[src/rtl/wb_cmd_master_pkg.sv]
// Shared types and header field layout for the TURF command-stream Wishbone initiator.
// The BACKOFF state exists only when WB_CMD_MASTER_RETRY_EN is defined.
package wb_cmd_master_pkg;

    localparam int WE_BIT  = 31;
    localparam int SEL_LSB = 16;
    localparam int SEL_W   = 4;
    localparam int ADR_W   = 12;
    localparam int DAT_W   = 32;

`ifdef WB_CMD_MASTER_RETRY_EN
    typedef enum logic [2:0] {
        ST_IDLE    = 3'd0,
        ST_WDATA   = 3'd1,
        ST_BUS     = 3'd2,
        ST_RSP     = 3'd3,
        ST_BACKOFF = 3'd4
    } state_e;
`else
    typedef enum logic [2:0] {
        ST_IDLE  = 3'd0,
        ST_WDATA = 3'd1,
        ST_BUS   = 3'd2,
        ST_RSP   = 3'd3
    } state_e;
`endif

    typedef enum logic [1:0] {
        RSP_OK      = 2'b00,
        RSP_WBERR   = 2'b01,
        RSP_TIMEOUT = 2'b10,
        RSP_RETRY   = 2'b11
    } rsp_err_e;

endpackage

[src/rtl/wb_cmd_master.sv]
// Turns header(+data) command words into single Wishbone cycles and returns one response word each.
// Optional macro WB_CMD_MASTER_RETRY_EN: reissue the cycle on wb_rty_i up to MAX_RETRY times.
//
// Handshakes: a word moves on cmd_* (or rsp_*) at a rising edge where valid && ready are both high;
// valid, once raised, holds its data stable until that edge.
module wb_cmd_master
    import wb_cmd_master_pkg::*;
#(
    parameter int          TIMEOUT_CYCLES = 255,
    parameter logic [31:0] ERR_WORD       = 32'hDEADBEEF,
    parameter int          MAX_RETRY      = 3
) (
    input  logic             wb_clk_i,
    input  logic             wb_rst_i,
    input  logic [DAT_W-1:0] cmd_dat_i,
    input  logic             cmd_valid_i,
    output logic             cmd_ready_o,
    output logic [DAT_W-1:0] rsp_dat_o,
    output logic [1:0]       rsp_err_o,
    output logic             rsp_valid_o,
    input  logic             rsp_ready_i,
    output logic             wb_cyc_o,
    output logic             wb_stb_o,
    output logic             wb_we_o,
    output logic [ADR_W-1:0] wb_adr_o,
    output logic [DAT_W-1:0] wb_dat_o,
    output logic [SEL_W-1:0] wb_sel_o,
    input  logic             wb_ack_i,
    input  logic             wb_err_i,
    input  logic             wb_rty_i,
    input  logic [DAT_W-1:0] wb_dat_i,
    output logic [2:0]       dbg_state
);

    if (TIMEOUT_CYCLES < 1 || TIMEOUT_CYCLES > 65535 || MAX_RETRY < 0 || MAX_RETRY > 255) begin : g_bad_param
        $error("wb_cmd_master: parameter out of range");
    end

    localparam logic [15:0] TO_LAST = 16'(TIMEOUT_CYCLES - 1);

    state_e      state_q, state_d;
    logic [15:0] to_cnt_q;
    logic        hdr_acc, dat_acc, term;
    rsp_err_e    term_code;
    logic        cmd_hs;

`ifdef WB_CMD_MASTER_RETRY_EN
    logic [7:0]  retry_cnt_q;
    logic        retry_go;
`endif

    assign cmd_hs    = cmd_valid_i && cmd_ready_o;
    assign dbg_state = state_q;

    always_comb begin
        state_d   = state_q;
        hdr_acc   = 1'b0;
        dat_acc   = 1'b0;
        term      = 1'b0;
        term_code = RSP_OK;
`ifdef WB_CMD_MASTER_RETRY_EN
        retry_go  = 1'b0;
`endif
        unique case (state_q)
            ST_IDLE: begin
                if (cmd_hs) begin
                    hdr_acc = 1'b1;
                    state_d = cmd_dat_i[WE_BIT] ? ST_WDATA : ST_BUS;
                end
            end
            ST_WDATA: begin
                if (cmd_hs) begin
                    dat_acc = 1'b1;
                    state_d = ST_BUS;
                end
            end
            ST_BUS: begin
                // Termination priority: err > rty > ack > timeout
                if (wb_err_i) begin
                    term      = 1'b1;
                    term_code = RSP_WBERR;
                end else if (wb_rty_i) begin
`ifdef WB_CMD_MASTER_RETRY_EN
                    if (retry_cnt_q < MAX_RETRY[7:0]) begin
                        retry_go = 1'b1;
                    end else begin
                        term      = 1'b1;
                        term_code = RSP_RETRY;
                    end
`else
                    term      = 1'b1;
                    term_code = RSP_RETRY;
`endif
                end else if (wb_ack_i) begin
                    term = 1'b1;
                end else if (to_cnt_q == TO_LAST) begin
                    term      = 1'b1;
                    term_code = RSP_TIMEOUT;
                end
                if (term) state_d = ST_RSP;
`ifdef WB_CMD_MASTER_RETRY_EN
                if (retry_go) state_d = ST_BACKOFF;
`endif
            end
`ifdef WB_CMD_MASTER_RETRY_EN
            ST_BACKOFF: state_d = ST_BUS;
`endif
            ST_RSP: begin
                if (rsp_valid_o && rsp_ready_i) state_d = ST_IDLE;
            end
            default: state_d = ST_IDLE;
        endcase
    end

    always_ff @(posedge wb_clk_i) begin
        if (!wb_rst_i) state_q <= ST_IDLE;
        else           state_q <= state_d;
    end

    // All outputs are registered off the next state so they line up with the state register.
    always_ff @(posedge wb_clk_i) begin
        if (!wb_rst_i) begin
            cmd_ready_o <= 1'b0;
            wb_cyc_o    <= 1'b0;
            wb_stb_o    <= 1'b0;
            wb_we_o     <= 1'b0;
            wb_adr_o    <= '0;
            wb_sel_o    <= '0;
            wb_dat_o    <= '0;
            rsp_valid_o <= 1'b0;
            rsp_dat_o   <= '0;
            rsp_err_o   <= RSP_OK;
            to_cnt_q    <= '0;
        end else begin
            cmd_ready_o <= (state_d == ST_IDLE) || (state_d == ST_WDATA);
            wb_cyc_o    <= (state_d == ST_BUS);
            wb_stb_o    <= (state_d == ST_BUS);
            rsp_valid_o <= (state_d == ST_RSP);
            // Restarts on every stb rise, including a reissue after backoff
            to_cnt_q    <= (state_q == ST_BUS && state_d == ST_BUS) ? to_cnt_q + 16'd1 : 16'd0;
            if (hdr_acc) begin
                wb_we_o  <= cmd_dat_i[WE_BIT];
                wb_sel_o <= cmd_dat_i[SEL_LSB +: SEL_W];
                wb_adr_o <= cmd_dat_i[ADR_W-1:0];
                wb_dat_o <= '0;
            end
            if (dat_acc) wb_dat_o <= cmd_dat_i;
            if (term) begin
                rsp_err_o <= term_code;
                if (term_code != RSP_OK) rsp_dat_o <= ERR_WORD;
                else if (wb_we_o)        rsp_dat_o <= {{(DAT_W-ADR_W){1'b0}}, wb_adr_o};
                else                     rsp_dat_o <= wb_dat_i;
            end
        end
    end

`ifdef WB_CMD_MASTER_RETRY_EN
    always_ff @(posedge wb_clk_i) begin
        if (!wb_rst_i)     retry_cnt_q <= '0;
        else if (hdr_acc)  retry_cnt_q <= '0;
        else if (retry_go) retry_cnt_q <= retry_cnt_q + 8'd1;
    end
`endif

endmodule

[config.mk]
export PLATFORM = sky130hd
export DESIGN_NAME = wb_cmd_master
export DESIGN_NICKNAME = d
export VERILOG_FILES = /design/src/rtl/wb_cmd_master_pkg.sv /design/src/rtl/wb_cmd_master.sv
export SDC_FILE = /design/constraint.sdc
export NUM_CORES = 1
export LEC_CHECK = 0
export CAP_MARGIN = 0
export CORE_MARGIN = 8
export CORE_UTILIZATION = 48
export DETAILED_ROUTE_END_ITERATION = 16
export PLACE_DENSITY_LB_ADDON = 0.1
export SLEW_MARGIN = 20
export SYNTH_ARGS = -nofsm -noshare
export SYNTH_HDL_FRONTEND = slang
export SYNTH_SLANG_ARGS = --single-unit
[constraint.sdc]
create_clock -name wb_clk_i -period 5.4 [get_ports wb_clk_i]
set_input_delay 1.62 -clock wb_clk_i [delete_from_list [all_inputs] [get_ports wb_clk_i]]
set_output_delay 1.62 -clock wb_clk_i [all_outputs]
set_load 0.01 [all_outputs]
==> metrics.txt <==
Finished Layout Cells 716; final HPWL from detailed placement 8.83 mm; n_diodes 0; post-synth top area cell dfxtp_1; die area 12,400 µm²; RSZ-0062 raised after global routing false; Worst slew margin 35.7%; Iter 0 DRT Violations 232; Initial Util 49.8%; status complete, no violations; clk_skew 0.0178 ns; Max VDD drop 0.165 mV; post-synthesis cell count 468; part of the power in registers 56.8%; count leader, synth dfxtp_1; FMAX 290 MHz; Post-CTS Hold Fix Bufs 0; Pwr per Cell Area 227 nW/µm²; clock network power share 33.1%; global-route wire length before repair 20.4 mm; Worst EP required 5.69 ns; Area contributors post-synth dfxtp_1 48%, a21boi_0 8.3%, o221a_2 6.5%, nand2_1 5.9%, nand3_1 4.4%; Final Setup Violations 0; Clock Pin Slew Worst Setup and Hold Paths 0.11 ns; Comb pwr share 10.2%; crit path DAT 3.74 ns; vias 3,883; worst hold slack 0.466 ns; placed cell area 5960 µm²; crit share post-route 63.8%; YS warnings 0; CP endpoint kind register; CTS tree done; NetSw 344 µW; cts repair resizes 0; Max Slew Vio Count 0; Area growth syn-to-layout 41.0%; port buffer count 160; Max Buffers Root-to-Sink 2; GRT Residual Overflow 0; root buf cell clkbuf_8; DR vias/cell 5.42; vias in the first global route 3,853; setup ws final 1.95 ns; Post-synth EDFFs 0; total CTS buffers 9; FILL cells 701; Distinct cells, synth 50; Post-Place Worst Slack 1.49 ns; final count of hold timing violations 0; sequential area share after synthesis 48.2%; Cell Int Power 1050 µW; Chip Width 111 µm; critical path launch point type primary input; Seq cells post-synth 105; routability cong. 0.786; Max Cap Viol 0; Post-CTS Setup Inserts 0; min-delay worst type register to register; DRT Wirelength 12.5 mm; antenna violations before repair 0; LEAKAGE 0.00202 µW; Routed WL per cell 17.4 µm; sw frac 24.6%; Design Area, Final 6150 µm²; number of nets in the layout 676; Die Y 111 µm; largest net degree at the start of global routing 93; gr usage total 19.6%; Avg Inst Size Synth 9.32 µm²; core area 8760 µm²; worst-path fanout max 25; FFs w/ async S/R, synth 0%; row count 34; Worst-Margin Slew 0.961 ns; # clock sinks 105; Routed Antenna Nets 0; Clock Latency Late Sink 0.37 ns; io pins 161; syn_nets 541; post-synth top area share 48.2%; post-layout min period 3.45 ns; top cells by count, synth 105 x dfxtp_1, 68 x nand2_1, 48 x a21boi_0; H-tree Lvls 3; DRT Pass-1 Iters 4; share of layout cells above drive strength 1 12.3%; drt drc 0; cell count after placement 700; synthesized area 4360 µm²; Setup CP Type primary input to register; final setup TNS 0 ns; top_reg_cell synth dfxtp_1
flip-flops by register name (all words and copies together) (netlist names):
register,cells
dbg_state,3
rsp_err_o,2
wb_sel_o,4
wb_adr_o,12
wb_stb_o,1
rsp_valid_o,1
wb_dat_o,32
wb_we_o,1
cmd_ready_o,1
to_cnt_q,16
rsp_dat_o,32
final timing paths:
| check | start | to | slack, ns | cells after the start |
|---|---|---|---|---|
| min reg2reg | wb_dat_o[15] | wb_dat_o[15] | 0.47 | 2 |
| max | wb_rty_i | rsp_dat_o[22] | 1.95 | 5 |
| max reg2reg | dbg_state[0] | rsp_dat_o[22] | 2.64 | 5 |
| min | wb_dat_o[15] | wb_dat_o[15] | 0.47 | 2 |
layout by cell type (no fill, tap or decap), types with 7 or more instances in the layout:
cell type / Yosys / final
a21boi_0: 48 / 48
clkbuf_8: 0 / 10
clkdlybuf4s50_1: 0 / 159
dfxtp_1: 105 / 103
mux2_2: 10 / 10
nand2_1: 68 / 68
nand3_1: 38 / 38
nor2_2: 7 / 8
nor2b_1: 14 / 14
nor4_1: 10 / 10
o21ai_0: 19 / 19
o221a_2: 25 / 25
o22ai_1: 7 / 7
xnor2_1: 8 / 8
final cells by class:
class	instances	area (µm²)	area share [%]
inverter	6	22.5	0.366
tap	108	135	2.20
clock inverter	6	47.5	0.773
multi-input combinational	317	2080	33.8
clock buffer	10	138	2.24
sequential	105	2100	34.2
timing repair buffer	164	1630	26.4
stage by stage:
stage                     power, µW  utilization [%]
after floorplan                 866                -
after global placement          952             68.0
after detailed placement        953             68.0
after CTS                      1410             70.2
after global routing           1450             70.2
final                          1400             70.2
power by group through the flow:
stage | clock network [µW] | logic, µW | registers (µW)
6_report | 462 | 142 | 794
5_1_grt | 506 | 153 | 796
4_1_cts | 474 | 143 | 794
3_5_place_dp | 0 | 142 | 812
3_3_place_gp | 0 | 140 | 811
2_1_floorplan | 0 | 53.6 | 813
critical path, cell delays in order:
cell and delay (ns):
clkdlybuf4s50_1 0.47, nor2_1 0.13, nand3_1 0.68, or2_2 0.65, o22ai_1 0.19
kinds of logic after synthesis:
kind of cell	count (synthesis)	synth area share, %
AND/OR/NAND/NOR	172	20.1
AO/OA/AOI/OAI	117	21.0
flip-flops	105	48.2
buffers and inverters	46	4.47
XOR/XNOR	13	2.61
multiplexers	12	3.04
adder cells (fa/ha/maj)	2	0.573
other	1	0.0860
layer usage:
layer  track usage, %  share of wire (%)  vias up
met5                0                  0        -
met4             5.69                1.4        0
met3             7.46                7.8       12
met2             31.5                 47      112
met1             23.9                 43     1827
li1                 -                  -     1932
(Power assumes the default switching activity.)
